`config.mk`:
```
export PLATFORM = sky130hd
export DESIGN_NAME = decode_stage_flat
export DESIGN_NICKNAME = d
export VERILOG_FILES = /design/src/rtl/decode_stage_if.sv /design/src/rtl/decode_stage.sv /design/src/flat_wrapper.sv
export SDC_FILE = /design/constraint.sdc
export NUM_CORES = 1
export LEC_CHECK = 0
export BUFFER_PORTS_ARGS = -buffer_cell sky130_fd_sc_hd__buf_4
export CORE_UTILIZATION = 37
export CTS_CLUSTER_DIAMETER = 80
export DETAILED_ROUTE_END_ITERATION = 6
export RECOVER_POWER = 100
export SLEW_MARGIN = 25
export SYNTH_ARGS = -nofsm -noshare
export SYNTH_HDL_FRONTEND = slang
export SYNTH_SLANG_ARGS = --single-unit
```
`constraint.sdc`:
```
create_clock -name clk -period 2.62 [get_ports clk]
set_input_delay 0 -clock clk [delete_from_list [all_inputs] [get_ports clk]]
set_output_delay 0 -clock clk [all_outputs]
set_load 0.005 [all_outputs]
```
`src/rtl/decode_stage_if.sv`:
```
`default_nettype none
// ============================================================================
// Module   : decode_stage_if
// Purpose  : Bundles the decode stage's fetch-side handshake, flush, and the
//            decoded output bundle with its consumer handshake.
// Modports : slave  - the decode stage itself
//            master - the environment driving fetch and consuming results
// Signals  : in_valid/in_ready/inst   fetch handshake + instruction word
//            flush                    discard all buffered entries
//            out_valid/out_ready      consumer handshake on head entry
//            opcode, rd_addr, ra_addr, rb_addr, func, imm, addr, illegal
//                                     decoded head-entry fields
//            retired                  count of output handshakes
// Revision : 1.0 - initial release
// ============================================================================
interface decode_stage_if #(
   parameter int IMM_W  = 8,
   parameter int ADDR_W = 8,
   parameter int CNT_W  = 16
);
   logic              in_valid;
   logic              in_ready;
   logic [15:0]       inst;
   logic              flush;
   logic              out_valid;
   logic              out_ready;
   logic [3:0]        opcode;
   logic [2:0]        rd_addr;
   logic [2:0]        ra_addr;
   logic [2:0]        rb_addr;
   logic [2:0]        func;
   logic [IMM_W-1:0]  imm;
   logic [ADDR_W-1:0] addr;
   logic              illegal;
   logic [CNT_W-1:0]  retired;

   modport slave (
      input  in_valid, inst, flush, out_ready,
      output in_ready, out_valid, opcode, rd_addr, ra_addr, rb_addr,
             func, imm, addr, illegal, retired
   );

   modport master (
      output in_valid, inst, flush, out_ready,
      input  in_ready, out_valid, opcode, rd_addr, ra_addr, rb_addr,
             func, imm, addr, illegal, retired
   );
endinterface
`default_nettype wire

```
`src/rtl/decode_stage.sv`:
```
`default_nettype none
// ============================================================================
// Module   : decode_stage
// Purpose  : Registered, flow-controlled decode of 16-bit instruction words
//            into opcode/register/function/immediate/address fields, with a
//            2-entry output buffer, flush, and a retired-instruction counter.
// Ports    : clk    - sole clock, rising edge
//            rst_n  - asynchronous active-low reset
//            bus    - decode_stage_if.slave (fetch handshake, flush,
//                     decoded head bundle, consumer handshake, retired)
// Revision : 1.0 - initial release
// ============================================================================
module decode_stage #(
   parameter int          IMM_W     = 8,
   parameter int          ADDR_W    = 8,
   parameter logic [15:0] LEGAL_OPS = 16'hFFFF,
   parameter int          CNT_W     = 16
) (
   input  logic           clk,
   input  logic           rst_n,
   decode_stage_if.slave  bus
);

   if (IMM_W < 6) begin : g_imm_w_check
      $error("decode_stage: IMM_W must be at least 6");
   end
   if (ADDR_W < 7) begin : g_addr_w_check
      $error("decode_stage: ADDR_W must be at least 7");
   end

   typedef struct packed {
      logic [3:0]        opcode;
      logic [2:0]        rd;
      logic [2:0]        ra;
      logic [2:0]        rb;
      logic [2:0]        func;
      logic [IMM_W-1:0]  imm;
      logic [ADDR_W-1:0] addr;
      logic              illegal;
   } entry_t;

   entry_t           mem_q [2];
   entry_t           mem_d [2];
   entry_t           head_q;
   entry_t           head_d;
   entry_t           dec_entry;
   logic             wr_ptr_q, wr_ptr_d;
   logic             rd_ptr_q, rd_ptr_d;
   logic [1:0]       count_q, count_d;
   logic [CNT_W-1:0] retired_q, retired_d;
   logic [5:0]       imm6;
   logic             push;
   logic             pop;

   // Handshake status depends only on occupancy, so in_ready never waits
   // on the consumer.
   assign bus.in_ready  = (count_q != 2'd2);
   assign bus.out_valid = (count_q != 2'd0);

   assign push = bus.in_valid  && bus.in_ready;
   assign pop  = bus.out_valid && bus.out_ready;

   // Decode happens at write time; the buffer stores finished bundles.
   always_comb begin
      imm6                = {bus.inst[11:9], bus.inst[2:0]};
      dec_entry           = '0;
      dec_entry.opcode    = bus.inst[15:12];
      dec_entry.rd        = bus.inst[11:9];
      dec_entry.ra        = bus.inst[8:6];
      dec_entry.rb        = bus.inst[5:3];
      dec_entry.func      = bus.inst[2:0];
      dec_entry.imm       = IMM_W'($signed(imm6));
      dec_entry.addr      = ADDR_W'($signed(bus.inst[6:0]));
      dec_entry.illegal   = ~LEGAL_OPS[bus.inst[15:12]];
   end

   always_comb begin
      mem_d     = mem_q;
      wr_ptr_d  = wr_ptr_q;
      rd_ptr_d  = rd_ptr_q;
      count_d   = count_q;
      retired_d = retired_q;
      if (bus.flush) begin
         // Flush wins over a same-cycle push and pop; neither is recorded.
         count_d  = 2'd0;
         wr_ptr_d = 1'b0;
         rd_ptr_d = 1'b0;
      end else begin
         if (push) begin
            mem_d[wr_ptr_q] = dec_entry;
            wr_ptr_d        = ~wr_ptr_q;
         end
         if (pop) begin
            rd_ptr_d  = ~rd_ptr_q;
            retired_d = retired_q + CNT_W'(1);
         end
         count_d = count_q + 2'(push) - 2'(pop);
      end
      // The output register tracks the new head; with the buffer empty it
      // keeps the last head so the outputs never show stale slot contents.
      head_d = (count_d != 2'd0) ? mem_d[rd_ptr_d] : head_q;
   end

   always_ff @(posedge clk or negedge rst_n) begin
      if (!rst_n) begin
         for (int i = 0; i < 2; i++) begin
            mem_q[i] <= '0;
         end
         head_q    <= '0;
         wr_ptr_q  <= 1'b0;
         rd_ptr_q  <= 1'b0;
         count_q   <= 2'd0;
         retired_q <= '0;
      end else begin
         mem_q     <= mem_d;
         head_q    <= head_d;
         wr_ptr_q  <= wr_ptr_d;
         rd_ptr_q  <= rd_ptr_d;
         count_q   <= count_d;
         retired_q <= retired_d;
      end
   end

   assign bus.opcode  = head_q.opcode;
   assign bus.rd_addr = head_q.rd;
   assign bus.ra_addr = head_q.ra;
   assign bus.rb_addr = head_q.rb;
   assign bus.func    = head_q.func;
   assign bus.imm     = head_q.imm;
   assign bus.addr    = head_q.addr;
   assign bus.illegal = head_q.illegal;
   assign bus.retired = retired_q;

endmodule
`default_nettype wire

```
`src/flat_wrapper.sv`:
```
// flat-port wrapper written by rule: the top's interface ports become plain ports
module decode_stage_flat 
#(
   parameter int          IMM_W     = 8,
   parameter int          ADDR_W    = 8,
   parameter logic [15:0] LEGAL_OPS = 16'hFFFF,
   parameter int          CNT_W     = 16
)
  (clk, rst_n, bus_in_valid, bus_inst, bus_flush, bus_out_ready, bus_in_ready, bus_out_valid, bus_opcode, bus_rd_addr, bus_ra_addr, bus_rb_addr, bus_func, bus_imm, bus_addr, bus_illegal, bus_retired);
  decode_stage_if #(.IMM_W(IMM_W), .ADDR_W(ADDR_W), .CNT_W(CNT_W)) bus_i ();
  input  logic clk;
  input  logic rst_n;
  input wire logic [$bits(bus_i.in_valid)-1:0] bus_in_valid;
  input wire logic [$bits(bus_i.inst)-1:0] bus_inst;
  input wire logic [$bits(bus_i.flush)-1:0] bus_flush;
  input wire logic [$bits(bus_i.out_ready)-1:0] bus_out_ready;
  output wire logic [$bits(bus_i.in_ready)-1:0] bus_in_ready;
  output wire logic [$bits(bus_i.out_valid)-1:0] bus_out_valid;
  output wire logic [$bits(bus_i.opcode)-1:0] bus_opcode;
  output wire logic [$bits(bus_i.rd_addr)-1:0] bus_rd_addr;
  output wire logic [$bits(bus_i.ra_addr)-1:0] bus_ra_addr;
  output wire logic [$bits(bus_i.rb_addr)-1:0] bus_rb_addr;
  output wire logic [$bits(bus_i.func)-1:0] bus_func;
  output wire logic [$bits(bus_i.imm)-1:0] bus_imm;
  output wire logic [$bits(bus_i.addr)-1:0] bus_addr;
  output wire logic [$bits(bus_i.illegal)-1:0] bus_illegal;
  output wire logic [$bits(bus_i.retired)-1:0] bus_retired;
  assign bus_i.in_valid = bus_in_valid;
  assign bus_i.inst = bus_inst;
  assign bus_i.flush = bus_flush;
  assign bus_i.out_ready = bus_out_ready;
  assign bus_in_ready = bus_i.in_ready;
  assign bus_out_valid = bus_i.out_valid;
  assign bus_opcode = bus_i.opcode;
  assign bus_rd_addr = bus_i.rd_addr;
  assign bus_ra_addr = bus_i.ra_addr;
  assign bus_rb_addr = bus_i.rb_addr;
  assign bus_func = bus_i.func;
  assign bus_imm = bus_i.imm;
  assign bus_addr = bus_i.addr;
  assign bus_illegal = bus_i.illegal;
  assign bus_retired = bus_i.retired;
  decode_stage #(.IMM_W(IMM_W), .ADDR_W(ADDR_W), .LEGAL_OPS(LEGAL_OPS), .CNT_W(CNT_W)) u_core (.clk(clk), .rst_n(rst_n), .bus(bus_i));
endmodule
```
==> results of run 1 <==
what timing repair did:
| item | in CTS | in global routing |
|---|---|---|
| setup endpoints to repair | 0 | 0 |
| hold endpoints to repair | 109 | 0 |
| hold buffers | 14 | 0 |
state kept, by name, summed over array words and instances (netlist names), 2 cells and up:
signal	count
u_core.bus.opcode	4
u_core.bus.retired	16
u_core.bus.rd_addr	3
u_core.bus.func	3
u_core.mem_q	66
u_core.bus.addr	8
u_core.count_q	2
u_core.bus.imm	8
u_core.bus.rb_addr	3
u_core.bus.ra_addr	3
critical path, cell delays in order (launching register included):
cell and delay, ps:
dfrtp_1 410, nor2b_1 170, buf_4 200, or3_2 470, clkbuf_2 370, a221oi_1 450
o31ai_1 130
layer usage:
| metal | GRT usage (%) | wire length, um | up-vias | share of wire [%] |
|---|---|---|---|---|
| li1 | - | - | 2168 | - |
| met1 | 24.7 | 6080 | 2291 | 43 |
| met2 | 33.7 | 7130 | 148 | 50 |
| met3 | 5.40 | 788 | 15 | 5.5 |
| met4 | 8.51 | 205 | 0 | 1.4 |
| met5 | 0 | 0 | - | 0 |
cell families after synthesis:
group	synth area share [%]
AO/OA/AOI/OAI	17.2
XOR/XNOR	3.30
adder cells (fa/ha/maj)	0.687
buffers and inverters	5.81
flip-flops	54.5
multiplexers	0.206
AND/OR/NAND/NOR	18.4
layout by cell type (no fill, tap or decap), types with 3 or more instances in the layout:
cell,synthesis,layout
nor2_1,6,6
clkbuf_4,0,47
nand4_1,7,7
inv_1,23,23
buf_4,0,35
clkinv_2,0,6
dfrtp_1,119,119
and2_1,6,4
ha_1,3,3
nand3_1,4,4
bufinv_16,0,3
nand2_1,162,162
nor4_1,31,31
clkbuf_1,35,13
xnor2_1,14,13
nor3_1,4,4
a221oi_1,32,32
dlygate4sd3_1,0,14
clkbuf_16,0,17
clkbuf_2,0,3
a2111oi_0,32,32
xor2_1,4,4
a21o_1,13,12
o31ai_1,32,32
area by class of cell:
class	count	area, um2	share of cell area [%]
Sequential cell	119	2980	43.1
Multi-Input combinational cell	365	2180	31.6
Timing Repair Buffer	110	845	12.2
Clock buffer	22	454	6.58
Tap cell	184	230	3.34
Clock inverter	10	128	1.85
Inverter	23	86.3	1.25
stage by stage:
stage,worst slack [ps],cell area (um2),power [mW]
floorplan,67.4,5470,4.67
global placement,385,6240,5.72
CTS,271,6970,8.19
finish,285,6900,8.07
detailed placement,339,6240,5.84
global route,119,6900,8.63
path summary, 6_finish.rpt:
check                                             from                           endpoint  slack (ps)  depth (start not counted)
max                        u_core.count_q[1]$_DFF_PN0_  u_core.bus.rb_addr[0]$_DFFE_PN0P_         290                          6
min                                       bus_inst[14]         u_core.mem_q[64]$_DFF_PN0_          20                          4
max reg2reg                u_core.count_q[1]$_DFF_PN0_  u_core.bus.rb_addr[0]$_DFFE_PN0P_         290                          6
min reg2reg                 u_core.mem_q[15]$_DFF_PN0_         u_core.mem_q[15]$_DFF_PN0_         470                          2
max in group asynchronous                        rst_n  u_core.bus.retired[1]$_DFFE_PN0P_         620                          3
min in group asynchronous                        rst_n         u_core.mem_q[17]$_DFF_PN0_         430                          2
power breakdown:
part           leakage (nW)  switching, mW  internal (mW)
clock network         0.287          0.795           1.51
registers              1.51          0.450           2.62
logic                  1.54           1.48           1.21
==> summary.md, run 1 <==
| Metric | Value |
|---|---|
| Outcome | finished, final reports clean |
| Synthesized cell area | 0.00547 mm2 |
| Syn avg cell area | 9.85 um2 |
| WL per Instance | 17.1 um |
| Worst Setup Start Kind | flip-flop |
| Most frequent cell after synthesis | nand2_1 |
| Die Wd | around 120 um |
| Most frequent cells after synthesis | nand2_1 (162), dfrtp_1 (119), clkbuf_1 (35) |
| Clock transition at the registers of the reported paths | 50 ps |
| Syn Nets | 579 |
| Cell Rows | 44 |
| Non-Filler Instances | 833 |
| Total CTS buffers | 17 |
| Seq/Total Area, Yosys | 54.5% |
| # Post-CTS Setup Buffers | 0 |
| Total GRT Usage | between 20% and 30% |
| Final setup fails | 0 |
| Final nets | 660 |
| Fmax | 428 MHz |
| Yosys top cell by area | dfrtp_1 |
| CTS Sinks | between 100 and 150 |
| Async S/R FF share, synth | 100% |
| Clock Path Buffers | 2 |
| HPWL after DPL | between 9000 and 10000 um |
| Clock Skew | between 5 and 6 ps |
| Layout cells sized above 1 | a little under a fifth |
| Drt total wl | 14200 um |
| Share of the synthesized area in the top cell type | 54.5% |
| DRT Pass-1 Iters | 5 |
| Worst vdd ir | approximately 0.54 mV |
| CTS H-tree lvls | 4 |
| Port bufs | 71 |
| Vias post-DR | 4622 |
| Largest net degree at the start of global routing | 57 |
| I/O Pins | 72 |
| Nature of the critical path endpoint | flip-flop |
| Die Span Y | 124 um |
| Top cells by area, synth | dfrtp_1 (54%), nand2_1 (11%), a2111oi_0 (5.1%) |
| # DRC | 0 |
| Crit share post-route | 89.1% |
| Post-CTS sizing | 0 |
| Crit path DAT | 2620 ps |
| Die ar. | between 0.015 and 0.02 mm2 |
| CTS tree | done |
| Final Max Slew Viols | 0 |
| Root buffer cell | clkbuf_16 |
| Critical Path RT | 2900 ps |
| Gr ovfl total | 0 |
| Worst Hold Class | input pin to flip-flop |
| Post-layout minimum cycle time | about 2300 ps |
| Yosys Warn Count | 0 |
| Worst-Margin Slew | 1340 ps |
| Pleak | 3.34 nW |
| Max-Cap Viols | 0 |
| Starting Density | 37.8% |
| Flops & latches, synth | 119 |
| Core Util, Final | 47.7% |
| Fill cells | between 1000 and 1500 |
| Slew HR | 10.3% |
| Ant diodes | 0 |
| Ys flop type | dfrtp_1 |
| Initial antenna violation count | 0 |
| Global-route wire length before repair | 23200 um |
| ANT nets after route | 0 |
| PwrDens | between 1000 and 1500 mW/mm2 |
| Crit Path Class | flip-flop to flip-flop |
| Critical Path Fanout Max | 28 |
| Post-Place Cells | 787 |
| Vias/cell | 5.55 |
| GPL Wtd Cong | just under 0.8 |
| Core Region | about 0.014 mm2 |
| Area Overhead vs Synth | 26.3% |
| Post-Synthesis Cells | 555 |
| Clk_lat worst skew | 420 ps |
| Worst hold slack | 20.3 ps |
| Count of cell types in the netlist | 31 |
| Total negative slack | 0 ps |
| RSZ-0062 raised after global routing | no |
| 1st-iter DRT viols | 284 |
| Final Hold Vio Count | 0 |
| EDFF count, synth | 0 |
| Number of global-route vias before repair | 4680 |
(Power assumes the default switching activity.)
==> inputs of run 2 (changes only) <==
--- a/constraint.sdc
+++ b/constraint.sdc
@@ -3,2 +3,2 @@
 set_output_delay 0 -clock clk [all_outputs]
-set_load 0.005 [all_outputs]
+set_load 0.02 [all_outputs]
==> run 2 against run 1 <==
The flow now finishes with violations (max-capacitance violations, max-slew violations). Final cell count is 0.12% lower. First-iteration DRC count increased by 19%. Clock power is 10% lower. Non-clock buffer count unchanged. Routed wire length shrank 2.0%. Highest routed layer unchanged.
==> summary.md, run 2 (synthesized netlist as in run 1, its figures left out) <==
| Metric | Value |
|---|---|
| Fmax | 420 MHz (was 428 MHz) |
| Max-Cap Viols | 1 (was 0) |
| Commonest non-fill, non-tap cells in the layout | nand2_1 (162), dfrtp_1 (119), clkbuf_1 (58) (was nand2_1 (162), dfrtp_1 (119), clkbuf_4 (47), buf_4 (35)) |
| PwrDens | 1190 mW/mm2 (was 1170 mW/mm2) |
| Pre-CTS setup slack | 238 ps (was 339 ps) |
| Outcome | finished with violations (was finished, final reports clean) |
| Worst Hold Class | input pin to flip-flop (unchanged) |
| I/O Pins | 72 (unchanged) |
| Clock transition at the registers of the reported paths | 60 ps (was 50 ps) |
| CTS Sinks | 119 (unchanged) |
| Critical Path Fanout Max | 44 (was 28) |
| WL per Instance | 16.7 um (was 17.1 um) |
| Final setup margin | 239 ps (was 285 ps) |
| Setup slack, reg-to-reg | 240 ps (was 290 ps) |
| Slew HR | -5.46% (was 10.3%) |
| Drt total wl | 13900 um (was 14200 um) |
| Final Hold Vio Count | 0 (unchanged) |
| Initial antenna violation count | 0 (unchanged) |
| Reg2reg start | u_core.count_q[0]$_DFF_PN0_ (was u_core.count_q[1]$_DFF_PN0_) |
| Die Span Y | 124 um (unchanged) |
| Gr ovfl total | 0 (unchanged) |
| Vias post-DR | 4575 (was 4622) |
| Global-route wire length before repair | 22800 um (was 23200 um) |
| GPL Wtd Cong | 0.795 (was 0.769) |
| Port bufs | 71 (unchanged) |
| Starting Density | 37.8% (unchanged) |
| Pleak | 3.14 nW (was 3.34 nW) |
| Worst-Margin Slew | 1580 ps (was 1340 ps) |
| Die ar. | 0.0153 mm2 (unchanged) |
| Largest net degree at the start of global routing | 62 (was 57) |
| Cell Rows | 44 (unchanged) |
| Crit path DAT | 2670 ps (was 2620 ps) |
| Crit path cell chain | o21ai_2 > inv_1 > ha_1 > inv_1 > ha_1 > xnor3_1 > a21o_2 > buf_12 > nor2b_1 > a31oi_1 (was nor2b_1 > buf_4 > or3_2 > clkbuf_2 > a221oi_1 > o31ai_1) |
| Root buffer cell | clkbuf_16 (unchanged) |
| Number of global-route vias before repair | 4446 (was 4680) |
| Crit share post-route | 90.9% (was 89.1%) |
| Clk_lat worst skew | 410 ps (was 420 ps) |
| Crit path from | u_core.count_q[0]$_DFF_PN0_ (was u_core.count_q[1]$_DFF_PN0_) |
| RSZ-0062 raised after global routing | no (unchanged) |
| Vias/cell | 5.50 (was 5.55) |
| Post-layout minimum cycle time | 2380 ps (was 2330 ps) |
| Worst hold slack | 15.0 ps (was 20.3 ps) |
| CTS tree | done (unchanged) |
| CP peak stage delay | 420 ps (was 470 ps) |
| Worst r2r dst | u_core.bus.illegal$_DFFE_PN0P_ (was u_core.bus.rb_addr[0]$_DFFE_PN0P_) |
| Core Region | 0.0145 mm2 (unchanged) |
| Crit Path Class | flip-flop to flip-flop (unchanged) |
| Non-Filler Instances | 832 (was 833) |
| Worst reg2reg path depth | 10 (was 6) |
| # DRC | 0 (unchanged) |
| Biggest register | u_core.mem_q (unchanged) |
| Post-CTS sizing | 0 (unchanged) |
| CP max-delay cell | dfrtp_1 (was or3_2) |
| Max FFs per register | 66 (unchanged) |
| Ant diodes | 0 (unchanged) |
| Sequential Area | 0.00298 mm2 (unchanged) |
| Clock Path Buffers | 2 (unchanged) |
| Most common cell after layout, fill and taps aside | nand2_1 (unchanged) |
| Post-Place Cells | 785 (was 787) |
| Worst Setup Start Kind | flip-flop (unchanged) |
| Footprint of the multi-input gates | 0.00219 mm2 (was 0.00218 mm2) |
| WP depth | 10 (was 6) |
| Final Max Slew Viols | 62 (was 0) |
| ANT nets after route | 0 (unchanged) |
| Layout cells sized above 1 | 11.9% (was 19.0%) |
| Critical Path RT | 2910 ps (was 2900 ps) |
| Total GRT Usage | 19.9% (was 20.2%) |
| Clock Skew | 4.65 ps (was 5.90 ps) |
| End point of the critical path | u_core.bus.illegal$_DFFE_PN0P_ (was u_core.bus.rb_addr[0]$_DFFE_PN0P_) |
| Final Power | 7.91 mW (was 8.07 mW) |
| HPWL after DPL | 8890 um (was 9130 um) |
| Final nets | 660 (unchanged) |
| DRT Pass-1 Iters | 4 (was 5) |
| Total CTS buffers | 17 (unchanged) |
| 1st-iter DRT viols | 338 (was 284) |
| Worst path bufs/invs | 3 (was 2) |
| CTS H-tree lvls | 4 (unchanged) |
| Die Wd | 124 um (unchanged) |
| Top Family by Delay on Critical Path | compound AO/OA/AOI/OAI gates (was simple AND/OR/NAND/NOR gates) |
| Final setup fails | 0 (unchanged) |
| Nature of the critical path endpoint | flip-flop (unchanged) |
| Core Util, Final | 46.0% (was 47.7%) |
| Area Overhead vs Synth | 22.0% (was 26.3%) |
| Failing checks | max-capacitance violations, max-slew violations |
| Worst vdd ir | 0.479 mV (was 0.537 mV) |
| Fill cells | 1420 (was 1347) |
-- run 2: cell types whose count changed in the layout (fill, tap and decap cells not counted), moves of 2 or more --
cell and delta:
clkinv_2 +2, clkbuf_8 +2, dlygate4sd3_1 +2, buf_4 -3, bufinv_16 -3, clkbuf_4 -47, clkbuf_1 +45
-- run 2: timing repair --
action,in CTS,in global routing
buffers inserted,0,0
hold buffers,16,0
endpoints found under the hold margin,119,0
-- run 2: final cells by class --
class / instances / area share [%]
clock buffer: 21 / 7.06
clock inverter: 10 / 0.826
inverter: 23 / 1.30
multi-input combinational: 365 / 32.9
sequential: 119 / 44.7
tap: 184 / 3.45
timing repair buffer: 110 / 9.82
-- run 2: metrics by stage --
| step | TNS [ps] | area [um2] |
|---|---|---|
| detailed placement | 0 | 6220 |
| floorplan | -996 | 5470 |
| CTS | 0 | 6910 |
| finish | 0 | 6670 |
| global route | 0 | 6670 |
| global placement | 0 | 6220 |
-- run 2: worst min path at each step --
stage | start | end | slack [ps] | cells past startpoint
detailed placement | rst_n | u_core.bus.func[0]$_DFFE_PN0P_ | 160 | 1
floorplan | rst_n | u_core.bus.addr[0]$_DFFE_PN0P_ | -300 | 0
finish | bus_inst[7] | u_core.mem_q[57]$_DFF_PN0_ | 20 | 4
global placement | rst_n | u_core.bus.func[0]$_DFFE_PN0P_ | 140 | 1
global route | bus_inst[7] | u_core.mem_q[57]$_DFF_PN0_ | 40 | 4
CTS | bus_inst[7] | u_core.mem_q[57]$_DFF_PN0_ | 10 | 4
-- run 2: per-layer routing --
layer / routed length, um / GRT usage [%] / vias to the layer above
met4: 219 / 8.13 / 0
met2: 6650 / 31.0 / 143
li1: - / - / 2157
met5: 0 / 0 / -
met3: 826 / 4.98 / 16
met1: 6220 / 26.4 / 2259
-- run 2: power breakdown --
group	total, mW	internal, mW	switching [mW]
registers	3.09	2.62	0.466
logic	2.76	1.02	1.74
clock network	2.06	1.26	0.800
-- run 2: worst register-to-register path: stages, from the launching register on --
cell	delay [ps]
dfrtp_1	420
o21ai_2	170
inv_1	60
ha_1	260
inv_1	40
ha_1	180
xnor3_1	220
a21o_2	410
buf_12	270
nor2b_1	170
a31oi_1	50
==> inputs of run 3 (changes only) <==
Settings changed: GPL_TIMING_DRIVEN set to 0.
==> run 3 against run 2 <==
The run still ends with max-capacitance violations, max-slew violations left. Final cell count up 3.4%. Setup slack worse by 130 ps. Routed wire length increased by 28%. Clock power grew 25%. Core utilization is 1.7 points higher. Global-route usage grew 5.0 points. Sequential share of layout area down 1.6 points. Power rose by 11%. Hold slack improved by 3.1 ps. Die area did not move. Largest power group is now combinational logic. Highest routed layer unchanged. Fmax decreased by 5.1%. Combinational power up 12%.
==> summary.md, run 3 (synthesized netlist as in run 1, its figures left out) <==
| Metric | Value |
|---|---|
| Final setup margin | 112 ps (was 239 ps) |
| Worst-Margin Slew | 2150 ps (was 1580 ps) |
| Drt total wl | 17900 um (was 13900 um) |
| Port bufs | 70 (was 71) |
| Most common cell after layout, fill and taps aside | nand2_1 (unchanged) |
| Initial antenna violation count | 0 (unchanged) |
| Crit path DAT | 2870 ps (was 2670 ps) |
| GPL Wtd Cong | 0.954 (was 0.795) |
| Worst r2r dst | u_core.mem_q[47]$_DFF_PN0_ (was u_core.bus.illegal$_DFFE_PN0P_) |
| Number of global-route vias before repair | 4784 (was 4446) |
| Final Max Slew Viols | 38 (was 62) |
| Non-Filler Instances | 860 (was 832) |
| Die Wd | 124 um (unchanged) |
| Commonest non-fill, non-tap cells in the layout | nand2_1 (162), dfrtp_1 (119), clkbuf_1 (83) (was nand2_1 (162), dfrtp_1 (119), clkbuf_1 (58)) |
| WL per Instance | 20.8 um (was 16.7 um) |
| Vias post-DR | 4928 (was 4575) |
| Cell mode on critical path | nand2_1 |
| Outcome | finished with violations (unchanged) |
| Crit share post-route | 95.7% (was 90.9%) |
| Footprint of the multi-input gates | 0.00218 mm2 (was 0.00219 mm2) |
| Crit path cell chain | nor2b_1 > buf_6 > buf_4 > buf_1 > nor3_1 > clkbuf_1 > nand2_1 > nand2_1 (was o21ai_2 > inv_1 > ha_1 > inv_1 > ha_1 > xnor3_1 > a21o_2 > buf_12 > nor2b_1 > a31oi_1) |
| Final setup fails | 0 (unchanged) |
| Clock Path Buffers | 2 (unchanged) |
| CTS H-tree lvls | 4 (unchanged) |
| Slew HR | -43.6% (was -5.46%) |
| Critical Path Fanout Max | 10 (was 44) |
| Starting Density | 37.8% (unchanged) |
| Clock Skew | 10.8 ps (was 4.65 ps) |
| Hold endpoint | u_core.mem_q[62]$_DFF_PN0_ (was u_core.mem_q[57]$_DFF_PN0_) |
| Failing checks | max-capacitance violations, max-slew violations (unchanged) |
| Die Span Y | 124 um (unchanged) |
| Reg2reg start | u_core.count_q[1]$_DFF_PN0_ (was u_core.count_q[0]$_DFF_PN0_) |
| Worst Hold Class | input pin to flip-flop (unchanged) |
| Final nets | 687 (was 660) |
| Final Hold Vio Count | 0 (unchanged) |
| Max-Cap Viols | 1 (unchanged) |
| Clock transition at the registers of the reported paths | 50 ps (was 60 ps) |
| Clk_lat worst skew | 430 ps (was 410 ps) |
| Global-route wire length before repair | 27100 um (was 22800 um) |
| Biggest register | u_core.mem_q (unchanged) |
| PwrDens | 1260 mW/mm2 (was 1190 mW/mm2) |
| Core Region | 0.0145 mm2 (unchanged) |
| Root buffer cell | clkbuf_16 (unchanged) |
| HPWL after DPL | 11600 um (was 8890 um) |
| Critical Path RT | 2980 ps (was 2910 ps) |
| Hold path startpoint | bus_inst[12] (was bus_inst[7]) |
| Total GRT Usage | 24.9% (was 19.9%) |
| Die ar. | 0.0153 mm2 (unchanged) |
| CP peak stage delay | 580 ps (was 420 ps) |
| Area Overhead vs Synth | 26.6% (was 22.0%) |
| Fill cells | 1388 (was 1420) |
| ANT nets after route | 0 (unchanged) |
| Post-Place Cells | 810 (was 785) |
| Gr ovfl total | 0 (unchanged) |
| Nature of the critical path endpoint | flip-flop (unchanged) |
| Hold path depth | 4 (unchanged) |
| # DRC | 0 (unchanged) |
| Crit Path Class | flip-flop to flip-flop (unchanged) |
| Worst Setup Start Kind | flip-flop (unchanged) |
| Setup slack, reg-to-reg | 110 ps (was 240 ps) |
| Sequential Area | 0.00298 mm2 (unchanged) |
| CTS tree | done (unchanged) |
| Worst reg2reg path depth | 8 (was 10) |
| Pleak | 3.23 nW (was 3.14 nW) |
| Pre-CTS setup slack | -925 ps (was 238 ps) |
| Ant diodes | 0 (unchanged) |
| RSZ-0062 raised after global routing | yes (was no) |
| Worst vdd ir | 0.541 mV (was 0.479 mV) |
| CTS Sinks | 119 (unchanged) |
| Post-layout minimum cycle time | 2510 ps (was 2380 ps) |
| Vias/cell | 5.73 (was 5.50) |
| Total CTS buffers | 17 (unchanged) |
| Largest net degree at the start of global routing | 83 (was 62) |
| Layout cells sized above 1 | 10.8% (was 11.9%) |
| Max FFs per register | 66 (unchanged) |
| 1st-iter DRT viols | 522 (was 338) |
| CP max-delay cell | clkbuf_1 (was dfrtp_1) |
| Cell Rows | 44 (unchanged) |
| DRT Pass-1 Iters | 7 (was 4) |
| I/O Pins | 72 (unchanged) |
| Fmax | 399 MHz (was 420 MHz) |
[run 3: changes by cell type in the layout (fill, tap and decap cells not counted), moves of 3 or more]
cell       before  now
buf_6           0    7
clkbuf_4        0    4
clkinv_2        8    4
clkbuf_1       58   83
buf_2           1    4
buf_4          32   23
bufinv_16       0    5
[run 3: metal layers]
layer / part of all wire, % / vias to the layer above / GRT usage (%) / wire length, um
met4: 2.7 / 0 / 12.7 / 482
met5: 0 / - / 0 / 0
met2: 47 / 247 / 38.2 / 8320
li1: - / 2218 / - / -
met1: 43 / 2415 / 32.8 / 7650
met3: 8.0 / 48 / 6.09 / 1430
[run 3: worst max-delay path, delay by kind of cell, from the launching register on]
kind                   cells  cell delay [ps]
buffers and inverters      4             1150
AND/OR/NAND/NOR            4              860
flip-flops                 1              420
[run 3: timing repair]
action,4_1_cts,5_1_grt
cloned,0,0
gates resized for setup,9,4
hold endpoints to repair,179,0
endpoints found under the setup margin,33,33
buffers inserted,0,3
pin swaps,0,1
hold buffers,16,0
[run 3: metrics by stage]
stage | instance area (um2) | TNS, ps | hold slack, ps | utilization, % | total power, mW
floorplan | 5470 | -996 | -296 | - | 4.98
global placement | 6220 | -27830 | 228 | 43.0 | 6.19
detailed placement | 6260 | -27300 | -98.6 | 43.2 | 6.28
CTS | 7090 | 0 | 5.41 | 48.9 | 8.92
global route | 6920 | -51.7 | 33.6 | 47.8 | 9.20
finish | 6920 | 0 | 18.1 | 47.8 | 8.74
[run 3: worst max-delay path by stage]
stage                                      startpoint                                end  slack (ps)  depth (start not counted)
after floorplan           u_core.count_q[0]$_DFF_PN0_     u_core.bus.addr[0]$_DFFE_PN0P_         -30                         12
after global placement    u_core.count_q[0]$_DFF_PN0_  u_core.bus.rd_addr[2]$_DFFE_PN0P_        -900                         12
after detailed placement  u_core.count_q[1]$_DFF_PN0_      u_core.bus.imm[4]$_DFFE_PN0P_        -920                         12
after CTS                 u_core.count_q[1]$_DFF_PN0_      u_core.bus.imm[4]$_DFFE_PN0P_           9                         10
after global routing      u_core.count_q[1]$_DFF_PN0_      u_core.bus.imm[4]$_DFFE_PN0P_         -30                         10
final                     u_core.count_q[1]$_DFF_PN0_         u_core.mem_q[47]$_DFF_PN0_         110                          8
[run 3: report_power, final]
group / internal (mW) / total [mW] / switching (mW)
clock: 1.75 / 2.58 / 0.828
combinational: 1.04 / 3.09 / 2.04
sequential: 2.62 / 3.07 / 0.452
[run 3: layout make-up]
| cell class | instances | share of cell area, % |
|---|---|---|
| sequential | 119 | 43.0 |
| clock buffer | 23 | 6.91 |
| clock inverter | 9 | 2.46 |
| tap | 184 | 3.33 |
| buffer | 47 | 3.62 |
| timing repair buffer | 90 | 7.92 |
| inverter | 23 | 1.25 |
| multi-input combinational | 365 | 31.5 |
